File: config.mk
export PLATFORM = sky130hd
export DESIGN_NAME = seq_alu
export DESIGN_NICKNAME = d
export VERILOG_FILES = /design/src/rtl/alu_pkg.sv /design/src/rtl/alu_comb.sv /design/src/rtl/seq_alu.sv
export SDC_FILE = /design/constraint.sdc
export NUM_CORES = 1
export LEC_CHECK = 0
export CAP_MARGIN = 15
export CELL_PAD_IN_SITES_DETAIL_PLACEMENT = 1
export CELL_PAD_IN_SITES_GLOBAL_PLACEMENT = 1
export CORE_MARGIN = 2
export CORE_UTILIZATION = 42
export DETAILED_ROUTE_END_ITERATION = 7
export GPL_TIMING_DRIVEN = 0
export PLACE_DENSITY = 0.86
export SETUP_SLACK_MARGIN = 0.3
export SLEW_MARGIN = 15
export SYNTH_ARGS = -nofsm -noshare
export SYNTH_HDL_FRONTEND = slang
export SYNTH_SLANG_ARGS = --single-unit
File: constraint.sdc
create_clock -name clk -period 3.4 [get_ports clk]
set_input_delay 0.34 -clock clk [delete_from_list [all_inputs] [get_ports clk]]
set_output_delay 0.34 -clock clk [all_outputs]
set_load 0.01 [all_outputs]
File: src/rtl/alu_pkg.sv
// Shared types for the sequential ALU: op codes, FSM states and the flag bundle.
package alu_pkg;

    typedef enum logic [3:0] {
        OP_AND  = 4'h0,
        OP_OR   = 4'h1,
        OP_ADD  = 4'h2,
        OP_XOR  = 4'h3,
        OP_ANDN = 4'h4,
        OP_ORN  = 4'h5,
        OP_SUB  = 4'h6,
        OP_SLT  = 4'h7,
        OP_SLL  = 4'h8,
        OP_SRL  = 4'h9,
        OP_SRA  = 4'hA,
        OP_SLTU = 4'hB,
        OP_MULU = 4'hC,
        OP_NOR  = 4'hD,
        OP_RSV0 = 4'hE,
        OP_RSV1 = 4'hF
    } alu_op_e;

    typedef enum logic [1:0] {
        IDLE,
        MUL,
        DONE
    } state_e;

    typedef struct packed {
        logic zero;
        logic carry;
        logic overflow;
    } alu_flags_t;

    localparam alu_flags_t FLAGS_RESET = '{zero: 1'b1, carry: 1'b0, overflow: 1'b0};

endpackage

File: src/rtl/alu_comb.sv
// Single-cycle ALU operations and flags; MULU and reserved codes yield zero here.
module alu_comb
    import alu_pkg::*;
#(
    parameter int WIDTH = 32,
    parameter int SHW   = $clog2(WIDTH)
) (
    input  logic [WIDTH-1:0] a_i,
    input  logic [WIDTH-1:0] b_i,
    input  logic [3:0]       f_i,
    output logic [WIDTH-1:0] y_o,
    output logic             zero_o,
    output logic             carry_o,
    output logic             overflow_o
);

    logic [WIDTH:0]          sum;
    logic [WIDTH:0]          diff;
    logic signed [WIDTH-1:0] a_s;
    logic signed [WIDTH-1:0] b_s;
    logic [SHW-1:0]          sh;
    logic [WIDTH-1:0]        res;
    alu_op_e                 op;

    assign op   = alu_op_e'(f_i);
    assign a_s  = a_i;
    assign b_s  = b_i;
    assign sh   = b_i[SHW-1:0];
    assign sum  = {1'b0, a_i} + {1'b0, b_i};
    assign diff = {1'b0, a_i} - {1'b0, b_i};

    always_comb begin
        res        = '0;
        carry_o    = 1'b0;
        overflow_o = 1'b0;
        case (op)
            OP_AND:  res = a_i & b_i;
            OP_OR:   res = a_i | b_i;
            OP_ADD: begin
                res        = sum[WIDTH-1:0];
                carry_o    = sum[WIDTH];
                overflow_o = (a_i[WIDTH-1] == b_i[WIDTH-1]) && (sum[WIDTH-1] != a_i[WIDTH-1]);
            end
            OP_XOR:  res = a_i ^ b_i;
            OP_ANDN: res = a_i & ~b_i;
            OP_ORN:  res = a_i | ~b_i;
            OP_SUB: begin
                // Carry reports "no borrow", i.e. a >= b unsigned.
                res        = diff[WIDTH-1:0];
                carry_o    = ~diff[WIDTH];
                overflow_o = (a_i[WIDTH-1] != b_i[WIDTH-1]) && (diff[WIDTH-1] != a_i[WIDTH-1]);
            end
            OP_SLT:  res = {{(WIDTH-1){1'b0}}, (a_s < b_s)};
            OP_SLL:  res = a_i << sh;
            OP_SRL:  res = a_i >> sh;
            OP_SRA:  res = a_s >>> sh;
            OP_SLTU: res = {{(WIDTH-1){1'b0}}, (a_i < b_i)};
            OP_NOR:  res = ~(a_i | b_i);
            default: res = '0;
        endcase
    end

    assign y_o    = res;
    assign zero_o = (res == '0);

endmodule

File: src/rtl/seq_alu.sv
// Registered execute-stage ALU with valid/ready handshakes and an iterative
// shift-add unsigned multiply that stalls the input side while it runs.
module seq_alu
    import alu_pkg::*;
#(
    parameter int WIDTH = 32,
    parameter int SHW   = $clog2(WIDTH)
) (
    input  logic             clk,
    input  logic             reset_n,
    input  logic             in_valid,
    output logic             in_ready,
    input  logic [WIDTH-1:0] a,
    input  logic [WIDTH-1:0] b,
    input  logic [3:0]       f,
    output logic             out_valid,
    input  logic             out_ready,
    output logic [WIDTH-1:0] y,
    output logic [WIDTH-1:0] y_hi,
    output logic             zero,
    output logic             carry,
    output logic             overflow
);

    state_e             state_q, state_d;
    logic [SHW-1:0]     cnt_q, cnt_d;
    logic [2*WIDTH-1:0] acc_q, acc_d;
    logic [2*WIDTH-1:0] mcand_q, mcand_d;
    logic [WIDTH-1:0]   mplier_q, mplier_d;
    logic [WIDTH-1:0]   y_q, y_d;
    logic [WIDTH-1:0]   y_hi_q, y_hi_d;
    alu_flags_t         flags_q, flags_d;

    logic [WIDTH-1:0]   comb_y;
    logic               comb_zero, comb_carry, comb_ovf;
    logic [2*WIDTH-1:0] step_acc;
    logic               accept;

    alu_comb #(.WIDTH(WIDTH), .SHW(SHW)) u_comb (
        .a_i        (a),
        .b_i        (b),
        .f_i        (f),
        .y_o        (comb_y),
        .zero_o     (comb_zero),
        .carry_o    (comb_carry),
        .overflow_o (comb_ovf)
    );

    assign in_ready = (state_q == IDLE) || ((state_q == DONE) && out_ready);
    assign accept   = in_valid && in_ready;
    assign step_acc = acc_q + (mplier_q[0] ? mcand_q : '0);

    always_comb begin
        state_d  = state_q;
        cnt_d    = cnt_q;
        acc_d    = acc_q;
        mcand_d  = mcand_q;
        mplier_d = mplier_q;
        y_d      = y_q;
        y_hi_d   = y_hi_q;
        flags_d  = flags_q;
        case (state_q)
            IDLE, DONE: begin
                if (accept) begin
                    if (f == OP_MULU) begin
                        acc_d    = '0;
                        mcand_d  = {{WIDTH{1'b0}}, a};
                        mplier_d = b;
                        cnt_d    = '0;
                        state_d  = MUL;
                    end else begin
                        y_d     = comb_y;
                        y_hi_d  = '0;
                        flags_d = '{zero: comb_zero, carry: comb_carry, overflow: comb_ovf};
                        state_d = DONE;
                    end
                end else if (state_q == DONE && out_ready) begin
                    state_d = IDLE;
                end
            end
            MUL: begin
                // The final step's sum goes straight to the result registers.
                acc_d    = step_acc;
                mcand_d  = mcand_q << 1;
                mplier_d = mplier_q >> 1;
                cnt_d    = cnt_q + SHW'(1);
                if (cnt_q == SHW'(WIDTH - 1)) begin
                    y_d     = step_acc[WIDTH-1:0];
                    y_hi_d  = step_acc[2*WIDTH-1:WIDTH];
                    flags_d = '{zero: (step_acc == '0), carry: 1'b0, overflow: 1'b0};
                    cnt_d   = '0;
                    state_d = DONE;
                end
            end
            default: state_d = IDLE;
        endcase
    end

    always_ff @(posedge clk or negedge reset_n) begin
        if (!reset_n) begin
            state_q  <= IDLE;
            cnt_q    <= '0;
            acc_q    <= '0;
            mcand_q  <= '0;
            mplier_q <= '0;
            y_q      <= '0;
            y_hi_q   <= '0;
            flags_q  <= FLAGS_RESET;
        end else begin
            state_q  <= state_d;
            cnt_q    <= cnt_d;
            acc_q    <= acc_d;
            mcand_q  <= mcand_d;
            mplier_q <= mplier_d;
            y_q      <= y_d;
            y_hi_q   <= y_hi_d;
            flags_q  <= flags_d;
        end
    end

    assign out_valid = (state_q == DONE);
    assign y         = y_q;
    assign y_hi      = y_hi_q;
    assign zero      = flags_q.zero;
    assign carry     = flags_q.carry;
    assign overflow  = flags_q.overflow;

endmodule

==> impl_metrics.csv, run 1 <==
group,metric,value,unit
outcome,status,"aborted with a tool error",
outcome,haltStage,"global routing",
outcome,error_line,"[ERROR GRT-0232] Routing congestion too high. Check the congestion heatmap in the GUI.",
global_route,overflow,7,
timing,worst-ep-kind,"register data pin",
place,portBuffers,139,
synthesis,ys_seq_area_share,23.5,%
die,pin_count,141,
synthesis,syn_nets,3564,
timing,grt_worst_setup_endpoint,"zero$_DFFE_PN1P_/D",
synthesis,synth_flop_cell,"dfrtp_1",
clock_network,root_buffer,"clkbuf_16",
synthesis,synth_most_common_cell,"nand2_1",
global_route,track_usage,61.6,%
place,post-dp-hpwl,113,mm
die,start_util,42.3,%
clock_network,cts_made_buffers,28,
clock_network,clkSinkCount,234,
synthesis,synth_edf_count,0,
place,dp.cells,4205,
synthesis,synth_top_area_cell,"dfrtp_1",
clock_network,clk_path_buf_depth,3,
global_route,grt_max_degree,101,
synthesis,synth_cell_type_count,97,
synthesis,synth_top_area_share,23.4,%
die,die_w,247,µm
place,globalplace.congestion,1.08,
synthesis,yosys_warnings,0,
synthesis,synth.area.top_cells,"dfrtp_1 (23%), ha_1 (10%), nand2_1 (8.3%), o21ai_0 (4.7%), nor2_1 (4.5%)",
die,dieHeight,247,µm
synthesis,ys_top_cells_by_count,"nand2_1 (548), nor2_1 (300), o21ai_0 (234)",
clock_network,htreeDepth,1,
synthesis,synth_seq_cells,234,
synthesis,synth-async-reset-ratio,100,%
synthesis,synth.avg_cell_area,7.57,µm²
die,row_count,89,
synthesis,syn_inst,3286,
synthesis,synth_area,24900,µm²
[per-layer routing]
layer  track usage [%]  GRT overflow
met5              13.4             0
met1              68.9             0
met2              82.5             4
met4              50.7             3
met3              35.4             0
[through the flow]
step / util, % / hold WS (ns) / instance area, µm² / worst slack (ns)
2_1_floorplan: - / 0.0444 / 25400 / 0.0141
3_3_place_gp: 47.1 / 0.451 / 27700 / -8.32
3_5_place_dp: 47.4 / 0.334 / 27900 / -2.65
4_1_cts: 57.2 / 0.0926 / 33600 / -0.794
[timing repair]
action                                 in CTS
setup endpoints to repair                 234
endpoints found under the hold margin      70
pin swaps                                 159
hold buffers                                1
gates resized for setup                   998
cloned                                      5
setup buffers                             180
[cell families after synthesis]
| family | Yosys count | synth area share, % |
|---|---|---|
| multiplexers | 117 | 7.29 |
| XOR/XNOR | 96 | 3.38 |
| AND/OR/NAND/NOR | 1296 | 23.9 |
| buffers and inverters | 360 | 5.80 |
| flip-flops | 234 | 23.5 |
| adder cells (fa/ha/maj) | 206 | 10.4 |
| AO/OA/AOI/OAI | 977 | 25.7 |
==> run 2, diff against run 1 <==
- CELL_PAD_IN_SITES_DETAIL_PLACEMENT: 1 -> not set
- CELL_PAD_IN_SITES_GLOBAL_PLACEMENT: 1 -> not set
- CORE_UTILIZATION: 42 -> 40
- PLACE_DENSITY: 0.86 -> not set
- PLACE_DENSITY_LB_ADDON: not set -> 0.15
- SETUP_SLACK_MARGIN: 0.3 -> not set
- clock period: 3.4 -> 4.4 ns (I/O delays scaled with it)
==> impl_metrics.csv, run 2 <==
group,metric,value,unit
critical_path,cp.arrival,5.04,ns
clock_network,clk_path_buf_depth,3,
place,placed_area,27500,µm²
timing,finalHoldViolCount,0,
global_route,grt_pass1_vias,26000,
timing,fin_ws,-0.146,ns
synthesis,ys_top_cells_by_count,"nand2_1 (548), nor2_1 (300), o21ai_0 (234)",
critical_path,reg2reg_depth,15,
hold_path,hold_path_class,"in -> async",
synthesis,synth.avg_cell_area,7.57,µm²
outcome,status,"complete, but fails checks",
pwr,internal_power,0.00758,W
synthesis,synth_top_area_share,23.4,%
die,die_w,253,µm
die,placeableCoreArea,61600,µm²
global_route,grt_pass1_wl,192,mm
pwr,pwr-share-seq,23.7,%
critical_path,rr_startpoint,"mplier_q[0]",
synthesis,synth_seq_cells,234,
routing,drt_iter0_drc,3839,
clock_network,clk_latency,0.57,ns
timing,fin_tns_setup,-0.206,ns
cells_and_area,fillers,6256,
critical_path,cp-end-kind,"flip-flop",
clock_network,root_buffer,"clkbuf_16",
run,cap_violations,0,
critical_path,reg2reg_slack,-0.02,ns
cells_and_area,stdcell_area,29800,µm²
synthesis,synth_area,24900,µm²
routing,wl_per_cell,32.0,µm
clock_network,cts_made_buffers,26,
synthesis,synth_flop_cell,"dfrtp_1",
timing,relSlewSlack,21.2,%
critical_path,r2r_end,"zero",
synthesis,synth_cell_type_count,97,
timing,drv_slew,0,
clock_network,clkSinkCount,234,
cells_and_area,drive_above_1_share,11.9,%
synthesis,synth_most_common_cell,"nand2_1",
synthesis,synth_top_area_cell,"dfrtp_1",
synthesis,syn_nets,3564,
cells_and_area,layout_common_cells,"nand2_1 (544), nor2_1 (296), dfrtp_1 (232)",
routing,viasPerCell,6.61,
synthesis,synth-async-reset-ratio,100,%
place,dp.cells,4269,
pwr,comb_power_share,60.8,%
cells_and_area,syn2layout_area_growth,19.9,%
routing,firstDrtPassIters,6,
routing,drc,0,
die,start_util,40.4,%
global_route,track_usage,41.7,%
timing,post-route-period-util,103,%
die,row_count,91,
clock_network,cts_tree,"yes",
timing,period_needed,4.55,ns
pwr,p_sw,0.00739,W
outcome,failed_checks,"negative setup slack",
timing,rsz0062_at_grt,"true",
synthesis,synth_edf_count,0,
cells_and_area,nNetsFinal,3748,
clock_network,clkSlewWorstSetupHoldPaths,0.06,ns
routing,dr_total_vias,28600,
cells_and_area,ff_latch_area,5860,µm²
global_route,overflow,0,
pwr,leakage,13.0,nW
global_route,grt_max_degree,99,
timing,max_freq,220,MHz
synthesis,ys_seq_area_share,23.5,%
critical_path,cp_max_fo,10,
timing,fin_skew,0.0171,ns
timing,max_slew.worst_pin.slew,1.17,ns
pwr,power_frac_clock,15.5,%
cells_and_area,reg_top3,"acc_q x64, mcand_q x64",
critical_path,critPathKind,"in -> reg",
pwr,p_total,0.0150,W
die,pin_count,141,
routing,totalWireLength,139,mm
critical_path,start_kind,"input port",
cells_and_area,final_core_util,48.4,%
timing,setup_viol,3,
pwr,ir_worst_vdd,413,µV
die,dieHeight,253,µm
global_route,antenna_found_initial,7,
pwr,power_density,502,nW/µm²
critical_path,required,4.89,ns
synthesis,syn_inst,3286,
routing,postRouteAntennaNets,0,
synthesis,synth.area.top_cells,"dfrtp_1 (23%), ha_1 (10%), nand2_1 (8.3%), o21ai_0 (4.7%), nor2_1 (4.5%)",
place,post-dp-hpwl,111,mm
pwr,switching_share,49.4,%
synthesis,yosys_warnings,0,
place,globalplace.congestion,1.07,
place,portBuffers,139,
clock_network,htreeDepth,1,
cells_and_area,fin_cells,4329,
die,die-area,64200,µm²
cells_and_area,layout_commonest_cell,"nand2_1",
cells_and_area,multi_input_area,18800,µm²
## run 2: cell counts after synthesis
Identical to the previous run, type by type.
## run 2: how the worst max path moves through the flow
stage / start / end / slack (ns) / cells after the start
finish: a[22] / zero / -0.15 / 14
global route: mplier_q[0] / zero / -0.16 / 16
CTS: b[2] / zero / -0.29 / 19
detailed placement: b[2] / zero / -2.60 / 19
global placement: reset_n / acc_q[5] / -7.46 / 1
floorplan: b[2] / zero / 0.26 / 18
## run 2: power groups by stage
stage	registers, W	logic [W]	clock network (W)
after CTS	0.00352	0.00829	0.00234
final	0.00354	0.00910	0.00232
after global routing	0.00363	0.00972	0.00242
after detailed placement	0.00352	0.00807	0
after floorplan	0.00339	0.00536	0
after global placement	0.00353	0.00802	0
## run 2: final cells by class
cell class              count  area share, %
multi-input cells        2693           62.9
flip-flops and latches    234           19.6
repair buffers            170           5.64
plain buffers             222           3.76
well taps                 837           3.51
clock buffers              42           2.69
inverters                 123           1.59
clock inverters             6          0.277
diodes                      2         0.0168
## run 2: cells by family after synthesis
| family | share of synthesized area (%) |
|---|---|
| buf+inv | 5.80 |
| mux | 7.29 |
| xor+xnor | 3.38 |
| fa+ha+maj | 10.4 |
| flops | 23.5 |
| compound gates | 25.7 |
| simple gates | 23.9 |
## run 2: critical path, cell delays in order
cell	delay (ns)
clkdlybuf4s50_1	0.96
inv_1	0.36
ha_1	0.43
clkbuf_1	0.27
a21o_1	0.29
a21o_1	0.19
a21oi_1	0.38
o211ai_1	0.28
nand3_1	0.21
mux2_2	0.37
a211o_1	0.29
nor4b_2	0.32
nand4_1	0.14
nand3_1	0.11
## run 2: repair_timing
| item | in CTS | in global routing |
|---|---|---|
| hold buffers | 1 | 0 |
| resized for setup | 143 | 255 |
| setup buffers | 7 | 15 |
| endpoints found under the hold margin | 45 | 0 |
| pin swaps | 18 | 38 |
| endpoints found under the setup margin | 110 | 49 |
| cloned | 0 | 1 |
## run 2: routing by layer
metal / track usage [%] / vias up / share of wire, %
li1: - / 12300 / -
met1: 60.9 / 14100 / 43
met3: 8.89 / 363 / 12
met4: 16.6 / 8 / 5.0
met5: 0 / - / 0.041
met2: 59.2 / 1874 / 40
## run 2: metrics by stage
stage / hold WS [ns] / setup WS, ns
after global routing: 0.413 / -0.162
after detailed placement: 0.372 / -2.60
after global placement: 0.456 / -7.46
after CTS: 0.388 / -0.287
after floorplan: 0.144 / 0.264
final: 0.389 / -0.146
(Power assumes the default switching activity.)
==> run 3, diff against run 2 <==
- CTS_BUF_LIST: not set -> sky130_fd_sc_hd__clkbuf_8
- SETUP_SLACK_MARGIN: not set -> 0.15
==> impl_metrics.csv, run 3 (synthesis gave the netlist of run 2 again) <==
group,metric,value,unit
clock_network,cts_tree,"yes",
critical_path,cp_max_fo,10,
global_route,overflow,0,
cells_and_area,nNetsFinal,3787,
timing,hold_slack,0.352,ns
cells_and_area,drive_above_1_share,13.7,%
die,die_w,253,µm
cells_and_area,syn2layout_area_growth,20.9,%
place,dp.cells,4269,
clock_network,clk_path_buf_depth,3,
timing,rsz0062_at_grt,"true",
routing,viasPerCell,6.53,
cells_and_area,reg_top3,"acc_q x64, mcand_q x64",
timing,max_slew.worst_pin.slew,1.17,ns
critical_path,required,4.92,ns
cells_and_area,fillers,6282,
clock_network,clkSlewWorstSetupHoldPaths,0.06,ns
cells_and_area,fin_cells,4385,
clock_network,cts_made_buffers,42,
critical_path,cp-end-kind,"flip-flop",
critical_path,start_kind,"input port",
timing,fin_tns_setup,-0.128,ns
cells_and_area,layout_common_cells,"nand2_1 (541), nor2_1 (298), dfrtp_1 (232)",
timing,max_freq,221,MHz
global_route,antenna_found_initial,7,
critical_path,cp.arrival,5.05,ns
clock_network,htreeDepth,2,
timing,post-route-period-util,103,%
hold_path,hold_path_class,"in -> async",
die,die-area,64200,µm²
die,start_util,40.4,%
clock_network,clk_latency,0.62,ns
routing,drt_iter0_drc,4013,
die,placeableCoreArea,61600,µm²
outcome,failed_checks,"negative setup slack",
routing,wl_per_cell,31.8,µm
global_route,track_usage,42.0,%
pwr,power_density,509,nW/µm²
pwr,leakage,13.2,nW
routing,totalWireLength,139,mm
routing,firstDrtPassIters,6,
routing,dr_total_vias,28600,
place,post-dp-hpwl,111,mm
place,globalplace.congestion,1.07,
routing,drc,0,
die,dieHeight,253,µm
routing,postRouteAntennaNets,0,
run,cap_violations,0,
pwr,ir_worst_vdd,493,µV
timing,relSlewSlack,21.0,%
cells_and_area,layout_commonest_cell,"nand2_1",
timing,fin_ws,-0.128,ns
timing,drv_slew,0,
timing,fin_skew,0.0493,ns
timing,period_needed,4.53,ns
place,portBuffers,139,
die,pin_count,141,
die,row_count,91,
clock_network,clkSinkCount,234,
clock_network,root_buffer,"clkbuf_8",
global_route,grt_max_degree,99,
global_route,grt_pass1_vias,26200,
timing,finalHoldViolCount,0,
outcome,status,"complete, but fails checks",
timing,setup_viol,1,
critical_path,critPathKind,"in -> reg",
global_route,grt_pass1_wl,194,mm
## run 3: cell types whose count changed in the layout (fill, tap and decap cells not counted), moves of 7 or more
| cell | delta |
|---|---|
| clkbuf_8 | +51 |
| clkbuf_16 | -26 |
| clkbuf_2 | +16 |
| clkbuf_1 | -15 |
| dlymetal6s2s_1 | -11 |
| inv_1 | +10 |
| buf_4 | +9 |
| buf_2 | +7 |
## run 3: through the flow
| stage | total power [W] | util [%] | cell area, µm² | worst slack, ns |
|---|---|---|---|---|
| 2_1_floorplan | 0.00875 | - | 24900 | 0.264 |
| 3_3_place_gp | 0.0115 | 44.4 | 27300 | -7.46 |
| 3_5_place_dp | 0.0116 | 44.6 | 27500 | -2.60 |
| 4_1_cts | 0.0145 | 47.8 | 29500 | 0.0129 |
| 5_1_grt | 0.0161 | 48.8 | 30100 | -0.0906 |
| 6_report | 0.0153 | 48.9 | 30100 | -0.128 |
## run 3: worst max-delay path, stage by stage
cell	delay, ns
clkdlybuf4s50_1	0.53
buf_6	0.24
buf_12	0.17
buf_12	0.15
mux4_2	0.57
mux2i_2	0.57
o21ai_0	0.23
a221o_1	0.40
a211oi_4	0.38
nor2b_1	0.28
nand4_1	0.37
nor4_2	0.43
nand4_1	0.15
nand3_1	0.10
## run 3: worst paths after layout
kind	from	to	slack (ns)	cells past startpoint
hold reg to reg	y_hi[0]	y_hi[0]	0.47	2
setup / recovery	b[0]	zero	-0.13	14
max in group asynchronous	reset_n	y[7]	3.13	3
min in group clk	b[6]	mplier_q[6]	0.38	3
hold / removal	reset_n	carry	0.35	2
setup reg to reg	mplier_q[0]	zero	-0.05	19
## run 3: per-layer routing
metal / vias to the layer above / routed length, µm / track usage [%]
li1: 12400 / - / -
met1: 14100 / 60800 / 61.6
met2: 1813 / 56200 / 59.8
met3: 325 / 16100 / 9.02
met4: 4 / 6230 / 15.6
met5: - / 24 / 0
## run 3: report_power, final
group / switching [W] / total, W / internal [W]
registers: 0.000580 / 0.00353 / 0.00295
clock network: 0.00106 / 0.00238 / 0.00132
logic: 0.00600 / 0.00941 / 0.00341
## run 3: cell type report
| class | count | area (µm²) | share of cell area (%) |
|---|---|---|---|
| Tap cell | 837 | 1050 | 3.48 |
| Clock inverter | 22 | 188 | 0.624 |
| Inverter | 123 | 480 | 1.60 |
| Sequential cell | 234 | 5860 | 19.5 |
| Clock buffer | 56 | 771 | 2.56 |
| Timing Repair Buffer | 179 | 1720 | 5.71 |
| Multi-Input combinational cell | 2693 | 18800 | 62.5 |
| Antenna cell | 5 | 12.5 | 0.0416 |
| Buffer | 236 | 1200 | 4.00 |
## run 3: repair_timing
action | 4_1_cts | 5_1_grt
buffers inserted | 15 | 16
gates resized for setup | 252 | 181
setup endpoints to repair | 136 | 37
cloned | 0 | 2
hold endpoints to repair | 45 | 0
pin swaps | 34 | 38
hold buffers | 1 | 0
